## src/rtl/dtt_arbiter.sv

```systemverilog
// dtt_arbiter: round-robin arbiter/sequencer sharing one dtt spike-timing
// encoder between NUM_REQ requesters.
//
// The winning requester's value is captured and driven to the encoder. A
// single-cycle start strobe is then issued, and the cycles until the encoder
// spikes (or a timeout) are counted. The count goes back to the owner with a
// one-hot done pulse.
//
// Ports:
//   CLK              clock, rising edge
//   RES              asynchronous active-high reset
//   req              per-requester request level
//   req_data         requester i value at [i*DTT_WIDTH +: DTT_WIDTH]
//   grant            one-hot encoder owner, zero when idle
//   done             one-hot single-cycle completion pulse
//   spike_time       WAIT-cycle count at spike (TIMEOUT on timeout)
//   timeout          set with done when no spike arrived
//   busy             high whenever not idle
//   dtt_input_vector captured value driven into the encoder
//   dtt_start        single-cycle encoder start strobe
//   dtt_spike        encoder spike input
module dtt_arbiter #(
  parameter int unsigned NUM_REQ   = 4,
  parameter int unsigned DTT_WIDTH = 5,
  parameter int unsigned TIMEOUT   = 40,
  parameter int unsigned CNT_W     = $clog2(TIMEOUT + 1)
) (
  input  logic                         CLK,
  input  logic                         RES,
  input  logic [NUM_REQ-1:0]           req,
  input  logic [NUM_REQ*DTT_WIDTH-1:0] req_data,
  output logic [NUM_REQ-1:0]           grant,
  output logic [NUM_REQ-1:0]           done,
  output logic [CNT_W-1:0]             spike_time,
  output logic                         timeout,
  output logic                         busy,
  output logic [DTT_WIDTH-1:0]         dtt_input_vector,
  output logic                         dtt_start,
  input  logic                         dtt_spike
);

  localparam int unsigned IDX_W = (NUM_REQ > 1) ? $clog2(NUM_REQ) : 1;

  typedef enum logic [2:0] {
    S_IDLE,
    S_LOAD,
    S_START,
    S_WAIT,
    S_DONE
  } state_t;

  state_t               state_q, state_d;
  logic [IDX_W-1:0]     rr_ptr_q, rr_ptr_d;
  logic [IDX_W-1:0]     grant_idx_q, grant_idx_d;
  logic [CNT_W-1:0]     wait_cnt_q, wait_cnt_d;
  logic [NUM_REQ-1:0]   grant_d, done_d;
  logic [CNT_W-1:0]     spike_time_d;
  logic                 timeout_d, busy_d, dtt_start_d;
  logic [DTT_WIDTH-1:0] vec_d;

  logic                 hi_found, lo_found;
  logic [IDX_W-1:0]     hi_idx, lo_idx, sel_idx;
  logic [DTT_WIDTH-1:0] sel_data;

  // Round-robin pick: lowest requester at or above the pointer, else wrap to
  // the lowest requester overall. Descending scan leaves the lowest match.
  always_comb begin
    hi_found = 1'b0;
    lo_found = 1'b0;
    hi_idx   = '0;
    lo_idx   = '0;
    for (int j = int'(NUM_REQ) - 1; j >= 0; j--) begin
      if (req[j]) begin
        lo_found = 1'b1;
        lo_idx   = IDX_W'(j);
        if (IDX_W'(j) >= rr_ptr_q) begin
          hi_found = 1'b1;
          hi_idx   = IDX_W'(j);
        end
      end
    end
    sel_idx = hi_found ? hi_idx : lo_idx;
  end

  // Data mux for the selected requester.
  always_comb begin
    sel_data = '0;
    for (int i = 0; i < int'(NUM_REQ); i++) begin
      if (sel_idx == IDX_W'(i)) sel_data = req_data[i*DTT_WIDTH +: DTT_WIDTH];
    end
  end

  // Next-state and next-output logic.
  always_comb begin
    state_d      = state_q;
    rr_ptr_d     = rr_ptr_q;
    grant_idx_d  = grant_idx_q;
    wait_cnt_d   = wait_cnt_q;
    grant_d      = grant;
    done_d       = '0;
    spike_time_d = spike_time;
    timeout_d    = timeout;
    vec_d        = dtt_input_vector;
    dtt_start_d  = 1'b0;

    case (state_q)
      S_IDLE: begin
        if (lo_found) begin
          grant_d     = NUM_REQ'(1) << sel_idx;
          grant_idx_d = sel_idx;
          vec_d       = sel_data;
          state_d     = S_LOAD;
        end
      end
      S_LOAD: begin
        // Strobe is registered, so it is high during START.
        dtt_start_d = 1'b1;
        state_d     = S_START;
      end
      S_START: begin
        wait_cnt_d = '0;
        state_d    = S_WAIT;
      end
      S_WAIT: begin
        if (dtt_spike) begin
          spike_time_d = wait_cnt_q;
          timeout_d    = 1'b0;
          done_d       = grant;
          state_d      = S_DONE;
        end else if (wait_cnt_q == CNT_W'(TIMEOUT - 1)) begin
          spike_time_d = CNT_W'(TIMEOUT);
          timeout_d    = 1'b1;
          done_d       = grant;
          state_d      = S_DONE;
        end else begin
          wait_cnt_d = wait_cnt_q + 1'b1;
        end
      end
      S_DONE: begin
        rr_ptr_d = (grant_idx_q == IDX_W'(NUM_REQ - 1)) ? '0 : grant_idx_q + 1'b1;
        grant_d  = '0;
        state_d  = S_IDLE;
      end
      default: state_d = S_IDLE;
    endcase

    busy_d = (state_d != S_IDLE);
  end

  // State and output registers.
  always_ff @(posedge CLK or posedge RES) begin
    if (RES) begin
      state_q          <= S_IDLE;
      rr_ptr_q         <= '0;
      grant_idx_q      <= '0;
      wait_cnt_q       <= '0;
      grant            <= '0;
      done             <= '0;
      spike_time       <= '0;
      timeout          <= 1'b0;
      busy             <= 1'b0;
      dtt_input_vector <= '0;
      dtt_start        <= 1'b0;
    end else begin
      state_q          <= state_d;
      rr_ptr_q         <= rr_ptr_d;
      grant_idx_q      <= grant_idx_d;
      wait_cnt_q       <= wait_cnt_d;
      grant            <= grant_d;
      done             <= done_d;
      spike_time       <= spike_time_d;
      timeout          <= timeout_d;
      busy             <= busy_d;
      dtt_input_vector <= vec_d;
      dtt_start        <= dtt_start_d;
    end
  end

endmodule
```

## config.mk

```make
export PLATFORM = sky130hd
export DESIGN_NAME = dtt_arbiter
export DESIGN_NICKNAME = d
export VERILOG_FILES = /design/src/rtl/dtt_arbiter.sv
export SDC_FILE = /design/constraint.sdc
export NUM_CORES = 1
export LEC_CHECK = 0
export ABC_AREA = 1
export BUFFER_PORTS_ARGS = -buffer_cell sky130_fd_sc_hd__buf_2
export CAP_MARGIN = 20
export CORE_ASPECT_RATIO = 0.5
export CORE_MARGIN = 2
export CORE_UTILIZATION = 51
export DETAILED_ROUTE_END_ITERATION = 12
export GPL_TIMING_DRIVEN = 0
export PLACE_DENSITY = 0.75
export SETUP_SLACK_MARGIN = 0.3
export SLEW_MARGIN = 5
export SYNTH_ARGS = -nofsm -noshare
export SYNTH_HDL_FRONTEND = slang
export SYNTH_SLANG_ARGS = --single-unit
```

## constraint.sdc

```tcl
create_clock -name CLK -period 1.92 [get_ports CLK]
set_clock_uncertainty 0.05 [all_clocks]
set_input_delay 0.576 -clock CLK [delete_from_list [all_inputs] [get_ports CLK]]
set_output_delay 0.576 -clock CLK [all_outputs]
set_load 0.05 [all_outputs]
```

==> run metrics, run 1 <==
status finished, final reports clean; Syn Area/Cell 8.272 um^2; wire per inst approximately 13 um; largest family of logic cells by synthesized area simple AND/OR/NAND/NOR gates; RSZ-0062 raised after global routing true; clk sink count 35; first-pass GRT wire length 6279 um; Initial Utilization 0.5260; CTS tree built; Final HPWL DP slightly above 3000 um; Yosys top cell area share 0.4902; Sw Ratio 0.5034; Most Crowded Layer GR met2; GR met2 Demand/Resource 0.3894; Synth-to-Final Area Change 29.69%; nets@finish a little over 300; Leak Pwr between 0.001 and 0.0015 uW; Post-synth EDFFs 0; Synth Area in XOR/XNOR 0.004902; Antenna Nets Post-Route 0; max cap viols 0; distinct cell type count after synthesis 30; Ports between 40 and 50; Tightest Pin Transition 551.4 ps; GPL Wtd Cong 0.8861; layout cells sized above 1 0.3405; YS warnings 0; CP Buf/Inv Count 3; setup_tns 0 ps; Cell Pwr Density around 1600 mW/mm^2; Compound-Gate Fraction of Synth Area 0.09104; delay-heaviest family, CP simple AND/OR/NAND/NOR gates; critical path capture point type register; sequential share of power 0.307; Seq/Total Area, Yosys 0.4902; critical path startpoint category input pin; initial antenna violation count 0; # DRC 0; Max-slew headroom 0.6320; Final Hold Viols 0; die area approximately 0.004 mm^2; Setup-failing EPs final 0; worst-skew pair later-pin latency ~290 ps; Post-Syn Area about 0.0018 mm^2; post-route minimum period 1604 ps; Worst Path Required 2100 ps; core area about 0.0034 mm^2; die height approximately 46 um; NetSw about 1900 uW; clock share of power 0.140; number of global-route vias before repair 1,426; Die Wd 87.71 um; Peak VDD IR approximately 0.00082 V; Routed Wire Length about 4200 um; area of the multi-input gates 808.3 um^2; register area just under 900 um^2; 1st-pass router iterations 4; Via Count between 1,500 and 2,000; largest net degree at the start of global routing 25; Syn Nets about 250; fin crit share 0.8352; CP Cell Sequence buf_2, inv_1, nand2_1, a21oi_1, nand2_4, nand2_4, buf_8, nand3_1, nand3_1, nand2_1, nand2_1; Pint ~1900 uW; CTS buffer count 5; Port-buffer cells 48; Post-Synth Adder-Cell Area 0.01401; H-tree depth 2; simple-gate share of the synthesized area 0.3109; Max Slew Vio Count 0; fillcell total between 200 and 300; M3 GR Usage 0.05978; gr usage total 0.2088; Synth area leaders dfrtp_1 49%, nand2_1 11%, inv_1 6.5%; clk root buf clkbuf_8; Crit-path slowest cell a21oi_1; mux cell area share after synthesis 0; WHS about 270 ps; max frequency about 620 MHz; Rows 15; Crit Path Class in -> reg; CP arrival approximately 1800 ps; final core occ 0.6821; maximum clock insertion buffer count 2; Vias/cell ~4.9; Async SR Flop Fraction 1.000; met1 usage 0.2491; Synth Instances between 200 and 250; diodes inserted 0; Max stage delay on crit path around 270 ps; gr ovfl total 0; Critical Path Fanout Max 10; most frequent cells in the layout 49 x nand2_1, 49 x buf_2, 35 x dfrtp_1, 29 x inv_1, 19 x nor2_1; Hold WC Path Type in -> async; Logic pwr share 0.553; cell repeated most along the worst path nand2_1; CTS clock-pin slew for the worst setup and hold paths 70 ps; number of DRC markers in iteration 0 between 50 and 60; post-synth top area cell dfrtp_1; flops & latches, synth 35; ys flop type dfrtp_1
[cell families after synthesis]
kind of cell,after synthesis
flip-flops,35
buffers and inverters,38
AND/OR/NAND/NOR,115
XOR/XNOR,1
adder cells (fa/ha/maj),2
AO/OA/AOI/OAI,25
[power groups by stage]
stage                     clock [uW]  sequential [uW]  combinational [uW]
after floorplan                    0             1730                 883
after global placement             0             1150                1840
after detailed placement           0             1160                1900
after CTS                        534             1150                1930
after global routing             565             1190                2270
final                            527             1160                2090
[flip-flops by register name, indices dropped and copies added (netlist names), 2 cells and up]
register          cells
spike_time            6
wait_cnt_q            6
dtt_input_vector      5
done                  4
grant                 4
state_q               3
grant_idx_q           2
rr_ptr_q              2
[final cells by class]
type	count	share of cell area
flip-flops and latches	35	0.3780
multi-input cells	143	0.3488
repair buffers	55	0.1350
inverters	35	0.05886
clock buffers	5	0.02970
well taps	51	0.02754
plain buffers	3	0.01350
clock inverters	3	0.008639
[metrics by stage]
| step | cells | total power (uW) | setup WS [ps] | area (um^2) |
|---|---|---|---|---|
| floorplan | 216 | 2613 | 388.1 | 1787 |
| global placement | 315 | 2989 | 64.61 | 2091 |
| detailed placement | 316 | 3065 | 58.56 | 2118 |
| CTS | 325 | 3609 | 305.6 | 2217 |
| global route | 330 | 4018 | 242.1 | 2317 |
| finish | 330 | 3770 | 316.4 | 2317 |
[path summary, 6_finish.rpt]
path / from / to / slack (ps) / cells past startpoint
setup / recovery: req[2] / dtt_input_vector[1] / 320 / 11
hold / removal: RES / wait_cnt_q[1] / 270 / 2
setup reg to reg: wait_cnt_q[1] / wait_cnt_q[3] / 370 / 9
hold reg to reg: spike_time[0] / spike_time[0] / 420 / 2
max in group asynchronous: RES / dtt_input_vector[2] / 1050 / 3
min in group CLK: spike_time[0] / spike_time[0] / 420 / 2
[cells in the mapped netlist (3+ instances only)]
library cell	n
nand2_2	5
dfrtp_1	35
o21bai_2	3
nand3b_1	5
nand3_1	17
inv_2	4
nand4_1	6
nor3_1	3
nand2_1	51
nor2_1	20
inv_1	31
a21oi_1	4
o21ai_0	9
o21ai_1	3
[worst register-to-register path, delay by kind of cell, from the launching register on]
kind / cells / cell delay [ps]
flip-flops: 1 / 420
AO/OA/AOI/OAI: 2 / 340
AND/OR/NAND/NOR: 4 / 290
buffers and inverters: 2 / 180
adder cells (fa/ha/maj): 1 / 170
[per-layer routing]
layer | wire length [um] | vias to the layer above
li1 | - | 817
met1 | 1759 | 761
met2 | 2218 | 44
met3 | 187 | 7
met4 | 25 | 0
met5 | 0 | -
[what timing repair did]
action                     4_1_cts  5_1_grt
pin swaps                        0        3
hold buffers                     0        0
buffers inserted                 1        5
hold endpoints to repair         0        0
resized for setup                1       16
setup endpoints to repair        4       22
(Power assumes the default switching activity.)
==> inputs of run 2 (changes only) <==
CORE_UTILIZATION = 47   (was 51)
PLACE_DENSITY = 0.73   (was 0.75)
clock period = 1.3 ns   (was 1.92 ns; I/O delays follow)
==> run 2 against run 1 <==
Against the previous run:
- the run now ends with setup timing left
- clock-buffer cell count increased by 1
- worst setup slack worse by 660 ps
- utilization increased by 21 points
- cell count grew 9.7%
- highest routed layer unchanged
==> run metrics, run 2 (synthesis gave the netlist of run 1 again) <==
critical path capture point type register; Critical Path Fanout Max 8 (-2); Die Wd 91.20 um (+4.0%); die height 47.60 um (+3.8%); CTS clock-pin slew for the worst setup and hold paths 70 ps (about the same); worst-skew pair later-pin latency 300 ps (about the same); core area 0.003528 mm^2 (+3.9%); CP Cell Sequence ha_2, nand2_2, o21ai_2, buf_4, buf_6, nand2_8, clkinv_8, nor2_4, a21oi_2; CTS tree built; Final Worst Setup Slack -338.9 ps (-655.3 ps); Leak Pwr 0.001509 uW (+22%); Cell Pwr Density 2618 mW/mm^2 (+61%); layout cells sized above 1 0.6688 (+0.3283); Layout Cells excl Fill 362 (+9.7%); placed insts 315 (-0.32%); Initial Utilization 0.5064 (-0.01958); Crit-path slowest cell dfrtp_1; die area 0.004341 mm^2 (+7.9%); number of global-route vias before repair 1,821 (+28%); Final HPWL DP 2876 um (-5.4%); Max stage delay on crit path 390 ps (+120 ps); max cap viols 0 (unchanged); status complete, but fails checks; Crit Path Class reg -> reg; clk sink count 35 (unchanged); Peak VDD IR 0.001447 V (+77%); nets@finish 339 (+10%); largest net degree at the start of global routing 36 (+44%); Setup-failing EPs final 52 (+52); Worst R2R Path Depth 9 (unchanged); initial antenna violation count 0 (unchanged); Port-buffer cells 48 (unchanged); most frequent cells in the layout 32 x nand2_1, 30 x buf_6, 26 x buf_2, 25 x buf_4, 23 x dfrtp_2; Routed Wire Length 7314 um (+75%); Worst Path Required 1460 ps (-640 ps); Top Registers spike_time (6), wait_cnt_q (6), dtt_input_vector (5); # DRC 0 (unchanged); GPL Wtd Cong 0.7773 (-12%); wire per inst 20.20 um (+59%); Via Count 2,065 (+27%); Vias/cell 5.704 (+16%); Antenna Nets Post-Route 0 (unchanged); clk root buf clkbuf_8; Hold WC Path Type in -> async; post-route minimum period 1639 ps; final core occ 0.8933 (+0.2111); violations in the final reports setup timing; RSZ-0062 raised after global routing true; maximum clock insertion buffer count 2 (unchanged); critical path startpoint category register; Synth-to-Final Area Change 76.40%; area of the multi-input gates 0.001090 mm^2 (+35%); max frequency 610.2 MHz; CP arrival 1800 ps (+20 ps); WHS 160.2 ps (-108.1 ps); fin crit share 1.261; 1st-pass router iterations 4 (unchanged); Final Hold Viols 0 (unchanged); gr ovfl total 0 (unchanged); commonest non-fill, non-tap cell in the layout nand2_1; Tightest Pin Transition 764.9 ps (+213.5 ps); Max-slew headroom 0.4890 (-0.1430); Ports 49 (unchanged); setup_tns -7672 ps (-7672 ps); diodes inserted 0 (unchanged); fillcell total 132 (-53%); Rows 15 (unchanged); H-tree depth 2 (unchanged); register area 904.6 um^2 (+3.3%); first-pass GRT wire length 8500 um (+35%); gr usage total 0.2653 (+0.05652); number of DRC markers in iteration 0 126 (+120%); CTS buffer count 5 (unchanged); Max Slew Vio Count 0 (unchanged); Final Total Pwr 8250 uW (+120%)
-- run 2: metal layers --
metal / vias to the layer above / GRT usage / share of wire
met4: 0 / 0.1121 / 0.055
met1: 1004 / 0.3016 / 0.38
met5: - / 0 / 0
met3: 43 / 0.04724 / 0.079
met2: 137 / 0.5289 / 0.49
li1: 881 / - / -
-- run 2: final timing paths --
check | startpoint | slack (ps) | to
setup / recovery | wait_cnt_q[1] | -340 | spike_time[3]
hold / removal | RES | 160 | rr_ptr_q[1]
setup reg to reg | wait_cnt_q[1] | -340 | spike_time[3]
hold reg to reg | dtt_input_vector[2] | 460 | dtt_input_vector[2]
max in group asynchronous | RES | 580 | spike_time[3]
min in group CLK | req_data[12] | 380 | dtt_input_vector[2]
-- run 2: repair_timing --
action                                  CTS  global route
resized for setup                       115            53
endpoints found under the setup margin   55            57
pin swaps                                16            20
hold buffers                              0             0
buffers inserted                         25            12
gates cloned                              2             0
-- run 2: power by group --
part / internal (uW) / switching [uW] / leakage [uW]
clock network: 767 / 418 / 0.0000654
logic: 2070 / 3090 / 0.00102
registers: 1520 / 379 / 0.000424
total: 4360 / 3890 / 0.00151
-- run 2: cell type report --
class	instances	share of cell area
Tap cell	51	0.02025
Clock buffer	6	0.02303
Multi-Input combinational cell	143	0.3458
Buffer	3	0.01310
Inverter	35	0.05002
Timing Repair Buffer	87	0.2418
Sequential cell	35	0.2870
Clock inverter	2	0.01906
-- run 2: worst max-delay path: cells and delay by family (launching register included) --
| kind | cells | cell delay [ps] |
|---|---|---|
| compound gates | 2 | 330 |
| simple gates | 3 | 200 |
| fa+ha+maj | 1 | 220 |
| buf+inv | 3 | 340 |
| flops | 1 | 390 |
-- run 2: per-stage QoR --
| step | worst slack, ps | instance area (um^2) |
|---|---|---|
| after floorplan | -143.8 | 1851 |
| after global placement | -304.4 | 2155 |
| after detailed placement | -314.9 | 2155 |
| after CTS | -179.3 | 2867 |
| after global routing | -446.6 | 3152 |
| final | -338.9 | 3152 |
